## src/rtl/mst_wr_arbiter.sv

```systemverilog
// mst_wr_arbiter: packet-granular arbiter in front of the PCIe master write FIFO.
// Requester 0 (receiver DMA) and requester 1 (status/descriptor writeback) each
// own the FIFO for a whole packet (command word through last word), so their
// commands never interleave. Reports framing/length errors and packet counts.
//
// Optional build macro: ARB_FIXED_PRIO_EN
//   defined   -> requester 0 always wins simultaneous packet starts
//   undefined -> round-robin between simultaneous packet starts (default)
//
// Handshake (both requester ports): a word transfers on a rising sys_clk edge
// where reqN_valid and reqN_ready are both high. reqN_ready may depend
// combinationally on reqN_valid/reqN_din (stray words in IDLE) and on
// mst_afull (while granted); the requester must hold valid and din stable
// until the transfer happens.
module mst_wr_arbiter #(
  parameter int MAX_WORDS = 40
) (
  input  logic        sys_clk,
  input  logic        sys_rst_n,
  input  logic [17:0] req0_din,
  input  logic        req0_valid,
  output logic        req0_ready,
  input  logic [17:0] req1_din,
  input  logic        req1_valid,
  output logic        req1_ready,
  output logic [17:0] mst_din,
  output logic        mst_wr_en,
  input  logic        mst_afull,
  input  logic        err_clr,
  output logic [1:0]  grant,
  output logic        err_frm,
  output logic        err_len,
  output logic [7:0]  pkt_cnt0,
  output logic [7:0]  pkt_cnt1,
  output logic [1:0]  fsm_state
);

  typedef enum logic [1:0] {
    IDLE = 2'd0,
    GNT0 = 2'd1,
    GNT1 = 2'd2
  } state_t;

  // Index of the last legal word of a packet (wcnt value of word MAX_WORDS).
  localparam logic [7:0] LAST_IDX = 8'(MAX_WORDS - 1);

  state_t      state;
  logic [7:0]  wcnt;

  logic        cand0, cand1;
  logic        stray0, stray1;
  logic        pick1;
  logic        acc;
  logic [17:0] acc_word;
  logic        at_limit;
  logic        trunc;
  logic        acc_end;

  assign fsm_state = state;

  // A start word makes a candidate; any other valid word seen in IDLE is stray.
  assign cand0  = req0_valid & req0_din[17];
  assign cand1  = req1_valid & req1_din[17];
  assign stray0 = req0_valid & ~req0_din[17];
  assign stray1 = req1_valid & ~req1_din[17];

`ifdef ARB_FIXED_PRIO_EN
  // Requester 0 wins every tie; requester 1 only wins when alone.
  assign pick1 = cand1 & ~cand0;
`else
  logic rr;

  // Round-robin pointer: points away from the requester that last finished.
  always_ff @(posedge sys_clk) begin
    if (!sys_rst_n) begin
      rr <= 1'b0;
    end else if (acc_end) begin
      rr <= (state == GNT0);
    end
  end

  assign pick1 = cand1 & (~cand0 | rr);
`endif

  // Ready generation: stray words are swallowed in IDLE, the owner is
  // throttled by afull, the other requester is always held off.
  always_comb begin
    req0_ready = 1'b0;
    req1_ready = 1'b0;
    case (state)
      IDLE: begin
        req0_ready = stray0;
        req1_ready = stray1;
      end
      GNT0:    req0_ready = ~mst_afull;
      GNT1:    req1_ready = ~mst_afull;
      default: begin
        req0_ready = 1'b0;
        req1_ready = 1'b0;
      end
    endcase
  end

  // Word accepted from the current owner, and whether it closes the packet.
  always_comb begin
    acc      = 1'b0;
    acc_word = req0_din;
    case (state)
      GNT0: begin
        acc      = req0_valid & req0_ready;
        acc_word = req0_din;
      end
      GNT1: begin
        acc      = req1_valid & req1_ready;
        acc_word = req1_din;
      end
      default: begin
        acc      = 1'b0;
        acc_word = req0_din;
      end
    endcase
  end

  assign at_limit = (wcnt == LAST_IDX);
  assign trunc    = acc & at_limit & ~acc_word[16];
  assign acc_end  = acc & (acc_word[16] | at_limit);

  // Arbitration FSM with registered FIFO write port, counters and error flags.
  always_ff @(posedge sys_clk) begin
    if (!sys_rst_n) begin
      state     <= IDLE;
      grant     <= 2'b00;
      wcnt      <= 8'd0;
      mst_din   <= 18'd0;
      mst_wr_en <= 1'b0;
      err_frm   <= 1'b0;
      err_len   <= 1'b0;
      pkt_cnt0  <= 8'd0;
      pkt_cnt1  <= 8'd0;
    end else begin
      mst_wr_en <= 1'b0;
      // Clear first so a same-cycle set below takes precedence.
      if (err_clr) begin
        err_frm <= 1'b0;
        err_len <= 1'b0;
      end
      case (state)
        IDLE: begin
          wcnt <= 8'd0;
          if (stray0 | stray1) begin
            err_frm <= 1'b1;
          end
          if (cand0 | cand1) begin
            if (pick1) begin
              state <= GNT1;
              grant <= 2'b10;
            end else begin
              state <= GNT0;
              grant <= 2'b01;
            end
          end
        end
        GNT0, GNT1: begin
          if (acc) begin
            mst_wr_en <= 1'b1;
            // An over-long packet is closed by forcing the last-word bit.
            mst_din   <= {acc_word[17], acc_word[16] | trunc, acc_word[15:0]};
            wcnt      <= wcnt + 8'd1;
            if (acc_end) begin
              state <= IDLE;
              grant <= 2'b00;
              if (state == GNT0) begin
                pkt_cnt0 <= pkt_cnt0 + 8'd1;
              end else begin
                pkt_cnt1 <= pkt_cnt1 + 8'd1;
              end
              if (trunc) begin
                err_len <= 1'b1;
              end
            end
          end
        end
        default: begin
          state <= IDLE;
          grant <= 2'b00;
        end
      endcase
    end
  end

endmodule

```

## config.mk

```make
export PLATFORM = sky130hd
export DESIGN_NAME = mst_wr_arbiter
export DESIGN_NICKNAME = d
export VERILOG_FILES = /design/src/rtl/mst_wr_arbiter.sv
export SDC_FILE = /design/constraint.sdc
export NUM_CORES = 1
export LEC_CHECK = 0
export CAP_MARGIN = 10
export CORE_MARGIN = 3
export CORE_UTILIZATION = 45
export DETAILED_ROUTE_END_ITERATION = 10
export GPL_TIMING_DRIVEN = 0
export PLACE_DENSITY = 0.9
export SLEW_MARGIN = 10
export SYNTH_ARGS = -nofsm -noshare
export SYNTH_HDL_FRONTEND = slang
export SYNTH_SLANG_ARGS = --single-unit
```

## constraint.sdc

```tcl
create_clock -name sys_clk -period 2.6 [get_ports sys_clk]
set_input_delay 0.39 -clock sys_clk [delete_from_list [all_inputs] [get_ports sys_clk]]
set_output_delay 0.39 -clock sys_clk [all_outputs]
set_load 0.005 [all_outputs]
```

==> impl_metrics.json <==
{
  "status": "complete, no violations",
  "fin_crit_sh": 0.9550,
  "stdcell_area_sq_mm": 0.003561,
  "fp-row-count": 26,
  "drtPass1Iterations": 4,
  "fin_skew_ns": 0.005596,
  "holdWs_ns": 0.4828,
  "finalWirelength_um": 6743,
  "gp_congestion": 0.8061,
  "wire_per_inst_um": 15.61,
  "min_path_cells": 2,
  "diodes": 0,
  "syn_area_sq_mm": 0.002470,
  "hold_path_class": "flip-flop to flip-flop",
  "swShare": 0.3001,
  "ys_seq_elements": 48,
  "yosysSeqAreaShare": 0.3891,
  "crit_arrival_ns": 2.09,
  "root_buffer": "clkbuf_8",
  "p_int_mw": 1.396,
  "synthToLayoutAreaGrowth_pct": 44.17,
  "vias": 2369,
  "dr_wl_met2_um": 3245,
  "nets": 411,
  "fmax_mhz": 402.7,
  "p_sw_uw": 598.6,
  "tns_ns": 0,
  "totalPowerFinal_mw": 1.995,
  "placed_cells": 423,
  "fin_ws_ns": 0.1169,
  "die_x_um": 80.09,
  "critPathRequiredTime_ns": 2.21,
  "drt_iter0_drc": 127,
  "worst_skew_pair.late_latency_ns": 0.30,
  "drcViolationCount": 0,
  "p_seq_frac": 0.403,
  "dieArea_sq_mm": 0.006414,
  "syn_nets": 319,
  "drv_slew": 0,
  "wl_met3_um": 606,
  "finalSetupViolations": 0,
  "crit_type": "flip-flop to output pin",
  "postSynthAreaPerCell_sq_um": 9.182,
  "nFillCells": 425,
  "grtUsageTotal": 0.2078,
  "critPathCaptureType": "output pin",
  "worst_r2r_path_depth": 8,
  "startpoint_type": "flip-flop",
  "p_per_area_mw_per_mm2": 560.2,
  "grt_max_degree": 16,
  "maxCapViolCount": 0,
  "clk_pin_slew_ns": 0.09,
  "comb_power_share": 0.308,
  "topRoutingLayerUsed": "met4",
  "cts_buffers": 5,
  "p_leak_nw": 1.431,
  "htreeDepth": 2,
  "clockBufferDepth": 2,
  "initial_utilization": 0.4745,
  "postLayoutCoreUtil": 0.6841,
  "relSlewSlack": 0.6686,
  "grt_pass1_wl_um": 10630,
  "antenna_found_initial": 0,
  "ir_drop_v": 0.0003949,
  "clockPowerShare": 0.289,
  "io_pins": 85,
  "drive_above_1_share": 0.08564,
  "hold_viol_final": 0,
  "synth-async-reset-ratio": 0,
  "die_h_um": 80.09,
  "place_area_sq_mm": 0.003398,
  "ant_nets": 0,
  "worst_pin_slew_ns": 0.4970,
  "synth_edf_count": 0,
  "via_per_inst": 5.484,
  "clock_sinks": 48,
  "hpwl_um": 5045,
  "cts_tree": "built",
  "synth_cells": 269,
  "fin_crit_ns": 2.483,
  "overflow": 0,
  "cp_max_fo": 10,
  "yosys_warnings": 0,
  "ys_types": 50,
  "place_ws_ns": -0.1210,
  "wl_met1_um": 2863,
  "design.core.area_sq_mm": 0.005205,
  "cts_hold_buf": 0,
  "instances_no_fill": 432,
  "synthFlopType": "dfxtp_1",
  "grt_pass1_vias": 2323,
  "port_buffers": 84
}
[layout make-up]
| cell class | count | area [sq um] | share of cell area |
|---|---|---|---|
| well taps | 70 | 87.58 | 0.02460 |
| clock inverters | 2 | 38.79 | 0.01089 |
| plain buffers | 15 | 90.09 | 0.02530 |
| flip-flops and latches | 48 | 963.4 | 0.2706 |
| repair buffers | 85 | 848.3 | 0.2382 |
| clock buffers | 6 | 82.58 | 0.02319 |
| multi-input cells | 202 | 1435 | 0.4030 |
| inverters | 4 | 15.01 | 0.004216 |
[power by group through the flow]
stage	Combinational, mW	Sequential (mW)	Clock (mW)
floorplan	0.331	0.814	0
global placement	0.579	0.817	0
detailed placement	0.588	0.819	0
CTS	0.597	0.802	0.581
global route	0.674	0.811	0.612
finish	0.615	0.804	0.576
[cells in the mapped netlist, drive strengths merged (2+ instances only)]
cell type | instances | area share
and2 | 5 | 0.013
clkbuf | 7 | 0.011
xnor2 | 2 | 0.0071
xor2 | 5 | 0.018
buf | 8 | 0.020
inv | 4 | 0.0061
o211ai | 5 | 0.017
or3 | 3 | 0.0076
nor2b | 5 | 0.013
and3 | 2 | 0.0051
ha | 8 | 0.041
a21o | 2 | 0.0061
mux2i | 20 | 0.081
o211a | 17 | 0.069
nand2b | 6 | 0.016
nand4 | 2 | 0.0051
o31ai | 6 | 0.018
dfxtp | 48 | 0.39
or4 | 4 | 0.012
nor2 | 14 | 0.021
nand3 | 12 | 0.024
o21a | 2 | 0.0061
or4b | 2 | 0.0081
nor4 | 2 | 0.0051
o311ai | 2 | 0.0071
a21boi | 10 | 0.030
a21oi | 4 | 0.0081
o21ai | 9 | 0.020
o41ai | 2 | 0.0071
nand2 | 38 | 0.058
mux2 | 2 | 0.0091
[state kept, by name, summed over array words and instances (netlist names)]
signal	cells
fsm_state	2
mst_wr_en	1
pkt_cnt1	8
pkt_cnt0	8
rr	1
wcnt	8
err_frm	1
mst_din	18
err_len	1
[logic make-up (layout without fill, tap and decap cells)]
group | Yosys count | count (layout) | share of synthesized area
simple gates | 99 | 99 | 0.2006
compound gates | 66 | 66 | 0.2178
xor+xnor | 7 | 7 | 0.02482
mux | 22 | 22 | 0.09017
flops | 48 | 48 | 0.3891
fa+ha+maj | 8 | 8 | 0.04053
buf+inv | 19 | 112 | 0.03698
[routing by layer]
| metal | global-route usage | up-vias |
|---|---|---|
| li1 | - | 1165 |
| met1 | 0.2439 | 1108 |
| met4 | 0.04054 | 0 |
| met3 | 0.08184 | 6 |
| met2 | 0.3584 | 90 |
| met5 | 0 | - |
[cells in the final DEF, fill, tap and decap left out, types with 6 or more instances in the layout]
cell and instances:
o31ai_1 6, nand3_1 12, clkdlybuf4s50_1 84, nor2_1 14, nand2_1 38, clkbuf_1 7, dfxtp_1 46, o21ai_0 8
mux2i_1 20, clkbuf_8 6, o211a_1 17
[path summary, 6_finish.rpt]
check	from	to	slack (ns)
min	mst_din[16]	mst_din[16]	0.48
max	fsm_state[0]	req1_ready	0.12
min reg2reg	mst_din[16]	mst_din[16]	0.48
max reg2reg	fsm_state[1]	pkt_cnt1[3]	0.12
[repair_timing]
item,in CTS,in global routing
endpoints found under the setup margin,5,22
pin swaps,0,1
resized for setup,5,7
buffers inserted,0,1
[critical path: stages, from the launching register on]
cell	delay, ns
dfxtp_2	0.36
inv_1	0.13
ha_2	0.24
buf_6	0.17
buf_6	0.18
nor2_1	0.06
nor2_1	0.10
clkdlybuf4s50_1	0.55
Note: power is estimated with default switching activity, not from simulation.
